## config.mk

```make
export PLATFORM = sky130hd
export DESIGN_NAME = sprite_pixel_pipe_flat
export DESIGN_NICKNAME = d
export VERILOG_FILES = /design/src/rtl/chess_pkg.sv /design/src/rtl/sprite_pixel_pipe_if.sv /design/src/rtl/sprite_pixel_pipe_board_regfile.sv /design/src/rtl/sprite_pixel_pipe.sv /design/src/flat_wrapper.sv
export SDC_FILE = /design/constraint.sdc
export NUM_CORES = 1
export LEC_CHECK = 0
export CAP_MARGIN = 20
export CORE_UTILIZATION = 52
export DETAILED_ROUTE_END_ITERATION = 10
export GPL_TIMING_DRIVEN = 0
export PLACE_DENSITY = 0.72
export SLEW_MARGIN = 10
export SYNTH_ARGS = -nofsm -noshare
export SYNTH_HDL_FRONTEND = slang
export SYNTH_HIERARCHICAL = 1
export SYNTH_SLANG_ARGS = --single-unit
```

## constraint.sdc

```tcl
create_clock -name Clk -period 2.7 [get_ports Clk]
set_input_delay 0.54 -clock Clk [delete_from_list [all_inputs] [get_ports Clk]]
set_output_delay 0.54 -clock Clk [all_outputs]
set_load 0.005 [all_outputs]
```

## src/rtl/chess_pkg.sv

```systemverilog
// Shared types, colours and helpers for the chess-board sprite pixel pipeline.
package chess_pkg;

  typedef logic [5:0]  sq_idx_t;       // square index, row*8+col
  typedef logic [4:0]  sprite_code_t;  // sprite code, 0 = empty square
  typedef logic [2:0]  pal_idx_t;      // palette index returned by the sprite ROM
  typedef logic [23:0] rgb_t;          // {red, green, blue}

  // Sprite codes
  localparam sprite_code_t EMPTY    = 5'd0;
  localparam sprite_code_t W_PAWN   = 5'd1;
  localparam sprite_code_t W_KNIGHT = 5'd2;
  localparam sprite_code_t W_BISHOP = 5'd3;
  localparam sprite_code_t W_ROOK   = 5'd4;
  localparam sprite_code_t W_QUEEN  = 5'd5;
  localparam sprite_code_t W_KING   = 5'd6;
  localparam sprite_code_t B_PAWN   = 5'd7;
  localparam sprite_code_t B_KNIGHT = 5'd8;
  localparam sprite_code_t B_BISHOP = 5'd9;
  localparam sprite_code_t B_ROOK   = 5'd10;
  localparam sprite_code_t B_QUEEN  = 5'd11;
  localparam sprite_code_t B_KING   = 5'd12;

  // Palette; entry 0 is never displayed because index 0 means transparent
  localparam rgb_t PALETTE [8] = '{
    24'h000000, 24'hFFFFFF, 24'h101010, 24'hC0C0C0,
    24'hFF0000, 24'h0000FF, 24'h808080, 24'h00FF00
  };

  localparam rgb_t LIGHT_SQ     = 24'hF0D9B5;
  localparam rgb_t DARK_SQ      = 24'hB58863;
  localparam rgb_t BG_COLOR     = 24'h202020;
  localparam rgb_t CURSOR_COLOR = 24'hFFFF00;

  // Square index along one axis plus the offset inside that square
  typedef struct packed {
    logic [2:0] idx;
    logic [5:0] off;
  } axis_split_t;

  // Per-pixel flags travelling down the pipeline alongside the ROM lookup
  typedef struct packed {
    logic in_board;
    logic parity;     // (row ^ col)[0], 0 = light square
    logic cur_hit;    // pixel lies on the cursor square
    logic edge_px;    // pixel lies in the 2-pixel rim of its square
    logic blank;      // 1 = active video
    logic code_zero;  // square holds no sprite
  } pix_flags_t;

  // Compare-subtract split of a board-relative coordinate into square index
  // and offset; avoids a divider. Only meaningful for v < 8*sq, sq <= 64.
  function automatic axis_split_t split_axis(input logic [9:0] v, input logic [9:0] sq);
    axis_split_t r;
    logic [9:0]  thr;
    r.idx = '0;
    r.off = v[5:0];
    thr   = '0;
    for (int i = 1; i < 8; i++) begin
      thr = thr + sq;
      if (v >= thr) begin
        r.idx = 3'(i);
        r.off = 6'(v - thr);
      end
    end
    return r;
  endfunction

endpackage

```

## src/rtl/sprite_pixel_pipe_if.sv

```systemverilog
// Video/board bus between the pixel pipeline and its driver (scan-out, board writer, ROM).
interface sprite_pixel_pipe_if;
  import chess_pkg::*;

  logic [9:0]   DrawX;
  logic [9:0]   DrawY;
  logic         blank_in;
  logic         wr_en;
  sq_idx_t      wr_sq;
  sprite_code_t wr_code;
  sq_idx_t      cursor_sq;
  logic [11:0]  pixel_address;
  sprite_code_t sprite_address;
  pal_idx_t     rom_data;
  logic [7:0]   Red;
  logic [7:0]   Green;
  logic [7:0]   Blue;
  logic         blank_out;

  modport master (
    output DrawX, DrawY, blank_in, wr_en, wr_sq, wr_code, cursor_sq, rom_data,
    input  pixel_address, sprite_address, Red, Green, Blue, blank_out
  );

  modport slave (
    input  DrawX, DrawY, blank_in, wr_en, wr_sq, wr_code, cursor_sq, rom_data,
    output pixel_address, sprite_address, Red, Green, Blue, blank_out
  );
endinterface

```

## src/rtl/sprite_pixel_pipe_board_regfile.sv

```systemverilog
// 64-entry board state: one synchronous write port, one combinational read port.
module board_regfile
  import chess_pkg::*;
(
  input  logic         Clk,
  input  logic         Reset_n,
  input  logic         wr_en_i,
  input  sq_idx_t      wr_sq_i,
  input  sprite_code_t wr_code_i,
  input  sq_idx_t      rd_sq_i,
  output sprite_code_t rd_code_o
);

  sprite_code_t board_q [64];

  for (genvar gi = 0; gi < 64; gi++) begin : g_entry
    // Each square clears on reset and loads when addressed by a write
    always_ff @(posedge Clk or negedge Reset_n) begin
      if (!Reset_n)
        board_q[gi] <= EMPTY;
      else if (wr_en_i && (wr_sq_i == 6'(gi)))
        board_q[gi] <= wr_code_i;
    end
  end

  // Read sees the pre-edge contents, so a same-cycle write returns the old code
  assign rd_code_o = board_q[rd_sq_i];

endmodule

```

## src/rtl/sprite_pixel_pipe.sv

```systemverilog
// Three-stage chess-board pixel pipeline: locate square, fetch sprite, colour pixel.
module sprite_pixel_pipe
  import chess_pkg::*;
#(
  parameter int BOARD_X0 = 80,
  parameter int BOARD_Y0 = 0,
  parameter int SQ       = 60
) (
  input logic               Clk,
  input logic               Reset_n,
  sprite_pixel_pipe_if.slave bus
);

  // 11-bit bounds so the right/bottom edge cannot wrap
  localparam logic [10:0] X_BEG = 11'(BOARD_X0);
  localparam logic [10:0] X_END = 11'(BOARD_X0 + 8 * SQ);
  localparam logic [10:0] Y_BEG = 11'(BOARD_Y0);
  localparam logic [10:0] Y_END = 11'(BOARD_Y0 + 8 * SQ);

  logic         in_x, in_y;
  logic [9:0]   rel_x, rel_y;
  axis_split_t  sx, sy;
  sq_idx_t      rd_sq;
  sprite_code_t rd_code;

  pix_flags_t   s1_d, s1_q, s2_q;
  logic [11:0]  pix_addr_d, pix_addr_q;
  sprite_code_t spr_d, spr_q;
  rgb_t         rgb_d, rgb_q;
  logic         blank_out_q;

  // Bounds are checked before subtraction, so wrapped offsets are never used
  assign in_x  = ({1'b0, bus.DrawX} >= X_BEG) && ({1'b0, bus.DrawX} < X_END);
  assign in_y  = ({1'b0, bus.DrawY} >= Y_BEG) && ({1'b0, bus.DrawY} < Y_END);
  assign rel_x = bus.DrawX - 10'(BOARD_X0);
  assign rel_y = bus.DrawY - 10'(BOARD_Y0);
  assign sx    = split_axis(rel_x, 10'(SQ));
  assign sy    = split_axis(rel_y, 10'(SQ));
  assign rd_sq = {sy.idx, sx.idx};

  board_regfile u_board (
    .Clk       (Clk),
    .Reset_n   (Reset_n),
    .wr_en_i   (bus.wr_en),
    .wr_sq_i   (bus.wr_sq),
    .wr_code_i (bus.wr_code),
    .rd_sq_i   (rd_sq),
    .rd_code_o (rd_code)
  );

  // Stage 1 next state: square lookup, ROM address and per-pixel flags
  always_comb begin
    s1_d       = '0;
    pix_addr_d = '0;
    spr_d      = EMPTY;
    s1_d.blank = bus.blank_in;
    if (in_x && in_y) begin
      s1_d.in_board  = 1'b1;
      s1_d.parity    = sy.idx[0] ^ sx.idx[0];
      s1_d.cur_hit   = (rd_sq == bus.cursor_sq);
      s1_d.edge_px   = (sx.off <= 6'd1) || (sx.off >= 6'(SQ - 2)) ||
                       (sy.off <= 6'd1) || (sy.off >= 6'(SQ - 2));
      s1_d.code_zero = (rd_code == EMPTY);
      spr_d          = rd_code;
      pix_addr_d     = 12'(sy.off) * 12'(SQ) + 12'(sx.off);
    end
  end

  // Stage 1 registers: ROM address plus flags
  always_ff @(posedge Clk or negedge Reset_n) begin
    if (!Reset_n) begin
      s1_q       <= '0;
      pix_addr_q <= '0;
      spr_q      <= EMPTY;
    end else begin
      s1_q       <= s1_d;
      pix_addr_q <= pix_addr_d;
      spr_q      <= spr_d;
    end
  end

  // Stage 2 registers: flags delayed to line up with the ROM's data
  always_ff @(posedge Clk or negedge Reset_n) begin
    if (!Reset_n) s2_q <= '0;
    else          s2_q <= s1_q;
  end

  // Stage 3 next state: colour selection in priority order
  always_comb begin
    rgb_d = '0;
    if (!s2_q.blank)
      rgb_d = '0;
    else if (!s2_q.in_board)
      rgb_d = BG_COLOR;
    else if (s2_q.cur_hit && s2_q.edge_px)
      rgb_d = CURSOR_COLOR;
    else if (s2_q.code_zero || (bus.rom_data == 3'd0))
      rgb_d = s2_q.parity ? DARK_SQ : LIGHT_SQ;
    else
      rgb_d = PALETTE[bus.rom_data];
  end

  // Stage 3 registers: final colour and matching blank
  always_ff @(posedge Clk or negedge Reset_n) begin
    if (!Reset_n) begin
      rgb_q       <= '0;
      blank_out_q <= 1'b0;
    end else begin
      rgb_q       <= rgb_d;
      blank_out_q <= s2_q.blank;
    end
  end

  assign bus.pixel_address  = pix_addr_q;
  assign bus.sprite_address = spr_q;
  assign bus.Red            = rgb_q[23:16];
  assign bus.Green          = rgb_q[15:8];
  assign bus.Blue           = rgb_q[7:0];
  assign bus.blank_out      = blank_out_q;

endmodule

```

## src/flat_wrapper.sv

```systemverilog
// flat-port wrapper written by rule: the top's interface ports become plain ports
module sprite_pixel_pipe_flat import chess_pkg::*;
#(
  parameter int BOARD_X0 = 80,
  parameter int BOARD_Y0 = 0,
  parameter int SQ       = 60
)
  (Clk, Reset_n, bus_DrawX, bus_DrawY, bus_blank_in, bus_wr_en, bus_wr_sq, bus_wr_code, bus_cursor_sq, bus_rom_data, bus_pixel_address, bus_sprite_address, bus_Red, bus_Green, bus_Blue, bus_blank_out);
  sprite_pixel_pipe_if bus_i ();
  input logic Clk;
  input logic Reset_n;
  input wire logic [$bits(bus_i.DrawX)-1:0] bus_DrawX;
  input wire logic [$bits(bus_i.DrawY)-1:0] bus_DrawY;
  input wire logic [$bits(bus_i.blank_in)-1:0] bus_blank_in;
  input wire logic [$bits(bus_i.wr_en)-1:0] bus_wr_en;
  input wire logic [$bits(bus_i.wr_sq)-1:0] bus_wr_sq;
  input wire logic [$bits(bus_i.wr_code)-1:0] bus_wr_code;
  input wire logic [$bits(bus_i.cursor_sq)-1:0] bus_cursor_sq;
  input wire logic [$bits(bus_i.rom_data)-1:0] bus_rom_data;
  output wire logic [$bits(bus_i.pixel_address)-1:0] bus_pixel_address;
  output wire logic [$bits(bus_i.sprite_address)-1:0] bus_sprite_address;
  output wire logic [$bits(bus_i.Red)-1:0] bus_Red;
  output wire logic [$bits(bus_i.Green)-1:0] bus_Green;
  output wire logic [$bits(bus_i.Blue)-1:0] bus_Blue;
  output wire logic [$bits(bus_i.blank_out)-1:0] bus_blank_out;
  assign bus_i.DrawX = bus_DrawX;
  assign bus_i.DrawY = bus_DrawY;
  assign bus_i.blank_in = bus_blank_in;
  assign bus_i.wr_en = bus_wr_en;
  assign bus_i.wr_sq = bus_wr_sq;
  assign bus_i.wr_code = bus_wr_code;
  assign bus_i.cursor_sq = bus_cursor_sq;
  assign bus_i.rom_data = bus_rom_data;
  assign bus_pixel_address = bus_i.pixel_address;
  assign bus_sprite_address = bus_i.sprite_address;
  assign bus_Red = bus_i.Red;
  assign bus_Green = bus_i.Green;
  assign bus_Blue = bus_i.Blue;
  assign bus_blank_out = bus_i.blank_out;
  sprite_pixel_pipe #(.BOARD_X0(BOARD_X0), .BOARD_Y0(BOARD_Y0), .SQ(SQ)) u_core (.Clk(Clk), .Reset_n(Reset_n), .bus(bus_i));
endmodule
```

==> results.md <==
- EDFF count, synth: 0
- Rel. slew slack: 41.3%
- Min Hold Slack: 55.9 ps
- Pwr per Cell Area: 713 mW/mm^2
- I/O Buffers: 76
- Worst path arrival time: 5010 ps
- Initial Utilization: 53.3%
- CTS Hold Bufs: 0
- Die area: 0.0376 sq mm
- CP Data Required Time: 3120 ps
- Die Span Y: 194 um
- Leakage: 0.0108 uW
- RD Place Congestion: 0.970
- Yosys top cell area share: 48.5%
- Clk buf depth: 3
- # IOs: 86
- Largest net degree at the start of global routing: 106
- Synthesized Nets: 1547
- Clock root buffer master: clkbuf_16
- Layout area overhead: 22.6%
- Yosys top cell by area: dfrtp_1
- Global-route wire length before repair: 81.2 mm
- Post-place setup slack: -3800 ps
- Post-layout net count: 1751
- Clock sink total: 371
- Post-Syn Area: 0.0191 sq mm
- Sequential element share of the synthesized area: 48.5%
- CTS tree: yes
- Slew @ Worst Pin: 874 ps
- CP Launch Type: input pin
- Vias per Instance: 6.20
- Largest cells by area after synthesis: dfrtp_1, mux2_2, mux4_2
- Residual DRC: 0
- Fin util: 65.3%
- ANT nets after route: 0
- Fmax: 218 MHz
- # rows: 69
- ANT cells: 0
- Vias in the first global route: 13500
- # H-tree levels: 2
- TNS Setup: -17040 ps
- Share of cells above drive strength 1: 43.0%
- Ys Warns: 6
- Final setup viols: 16
- Final worst slack: -1890 ps
- 1st-pass router iterations: 5
- Clock edge transition at the registers on the reported setup and hold paths: 60 ps
- DR vias: 13200
- RSZ-0062 raised after global routing: yes
- Crit path max fanout: 5
- Initial antenna violation count: 0
- Drt initial violations: 858
- Placed Area: 0.0209 sq mm
- WL/cell: 24.9 um
- Final hold violations: 0
- Clk_skew: 29.5 ps
- Max-cap violations: 0
- Pins Over Slew Limit: 0
- Maximum VDD drop: 0.562 mV
- CP Capture Type: flip-flop
- Gr ovfl total: 0
- Avg Inst Size Synth: 13.3 sq um
- All-Layer GR Usage: 28.5%
- Minimum clock period: 4590 ps
- Routed WL: 53.2 mm
- Status: finished with violations
- Clock buffer count from CTS: 40
- Clk_lat worst skew: 570 ps
- Cells after synthesis: 1443
- Post-synth cell types: 78
- Final period utilization: 170%
- Core Area: 0.0359 sq mm
- Crit Path Category: input pin to flip-flop
- Hpwl dp: 36.8 mm
- Register bit count reported by yosys: 371
- Die W: 194 um
- Ys async rst share: 100%
- Post-route cell area: 0.0235 sq mm
- Synth Flop Type: dfrtp_1
- Worst min-delay path class: input pin to async pin
- Failing checks: setup timing
[logic make-up (layout without fill, tap and decap cells)]
kind of cell | count (synthesis) | after routing | synth area share (%)
multiplexers | 432 | 432 | 30.4
flip-flops | 371 | 371 | 48.5
AND/OR/NAND/NOR | 280 | 280 | 6.93
AO/OA/AOI/OAI | 140 | 140 | 5.19
buffers and inverters | 128 | 360 | 3.18
adder cells (fa/ha/maj) | 61 | 61 | 4.29
XOR/XNOR | 31 | 31 | 1.50
[report_power, final]
part	switching (uW)	internal [uW]
sequential	344	6260
combinational	2100	2350
clock	2290	3370
[final timing paths]
check	from	to	slack, ps	depth (start not counted)
max	bus_DrawY[3]	u_core/bus.pixel_address[11]	-1890	23
min	Reset_n	u_core/rgb_q[14]	60	1
max reg2reg	u_core/u_board/board_q[40]	u_core/s1_q[0]	160	6
min reg2reg	u_core/s1_q[2]	u_core/s2_q[2]	350	0
max in group asynchronous	Reset_n	u_core/u_board/board_q[221]	1220	3
min in group Clk	u_core/s1_q[2]	u_core/s2_q[2]	350	0
[flip-flops by register name, indices dropped and copies added, names as in the netlist]
signal and count:
u_core/bus.blank_out 1, u_core/bus.pixel_address 12, u_core/s2_q 6, u_core/u_board/board_q 320, u_core/rgb_q 21, u_core/s1_q 6, u_core/bus.sprite_address 5
[worst max-delay path: stages]
cell and delay, ps:
buf_12 90, clkinvlp_4 140, ha_4 190, a21bo_4 220
a21oi_2 150, nand4b_1 210, o211ai_1 170, a21oi_4 200
xnor2_2 150, inv_2 60, fa_1 530, inv_2 50
fa_1 480, fa_1 520, inv_2 50, ha_4 260
nor2b_4 150, nor2_2 50, nor2_2 130, and3_4 210
nand3_2 80, xor3_1 230, and2_1 150
[through the flow]
stage          std cells  total power (uW)
2_1_floorplan       1443              9200
3_3_place_gp        1980             10200
3_5_place_dp        1988             10400
4_1_cts             2113             16400
5_1_grt             2136             17400
6_report            2136             16700
[per-layer routing]
metal	up-vias	share of wire, %	global-route usage (%)
li1	5686	-	-
met4	0	5.4	14.0
met2	550	48	46.3
met5	-	0	0
met3	163	6.5	4.82
met1	6849	41	37.4
[repair_timing]
item / in CTS / in global routing
setup buffers: 55 / 22
pin swaps: 44 / 32
cloned: 1 / 2
endpoints found under the setup margin: 19 / 16
gates resized for setup: 161 / 59
[cell type report]
| type | instances | area, sq um |
|---|---|---|
| buffer | 82 | 593 |
| clock buffer | 53 | 1100 |
| clock inverter | 17 | 260 |
| fill | 2667 | 12400 |
| inverter | 46 | 200 |
| multi-input combinational | 944 | 9840 |
| sequential | 371 | 9280 |
| tap | 461 | 577 |
| timing repair buffer | 162 | 1620 |
[placed cells by master (no fill, tap or decap), drive strengths merged, types with 12 or more instances in the layout]
cell type and count:
ha 52, nand3 20, mux2 321, nor3 16, nor2 78, a21oi 37, mux4 88, a31oi 12
clkdlybuf4s50 58, clkbuf 106, xnor2 21, dfrtp 371, nand2 91, and2 19, o21ai 22, inv 45
mux2i 23, buf 127
[synthesized netlist by cell type (all sizes together), types with 8 or more instances]
cell type,n
a21oi,37
clkbuf,49
xnor2,21
mux4,88
dfrtp,371
nand2,91
or2,8
mux2i,23
ha,52
mux2,321
nand2b,9
inv,45
a31oi,12
a21o,9
o211ai,10
xor2,9
buf,33
nor2b,9
fa,8
and2,19
nor2,78
nor3,16
o21ai,22
nand3,20
(Power assumes the default switching activity.)
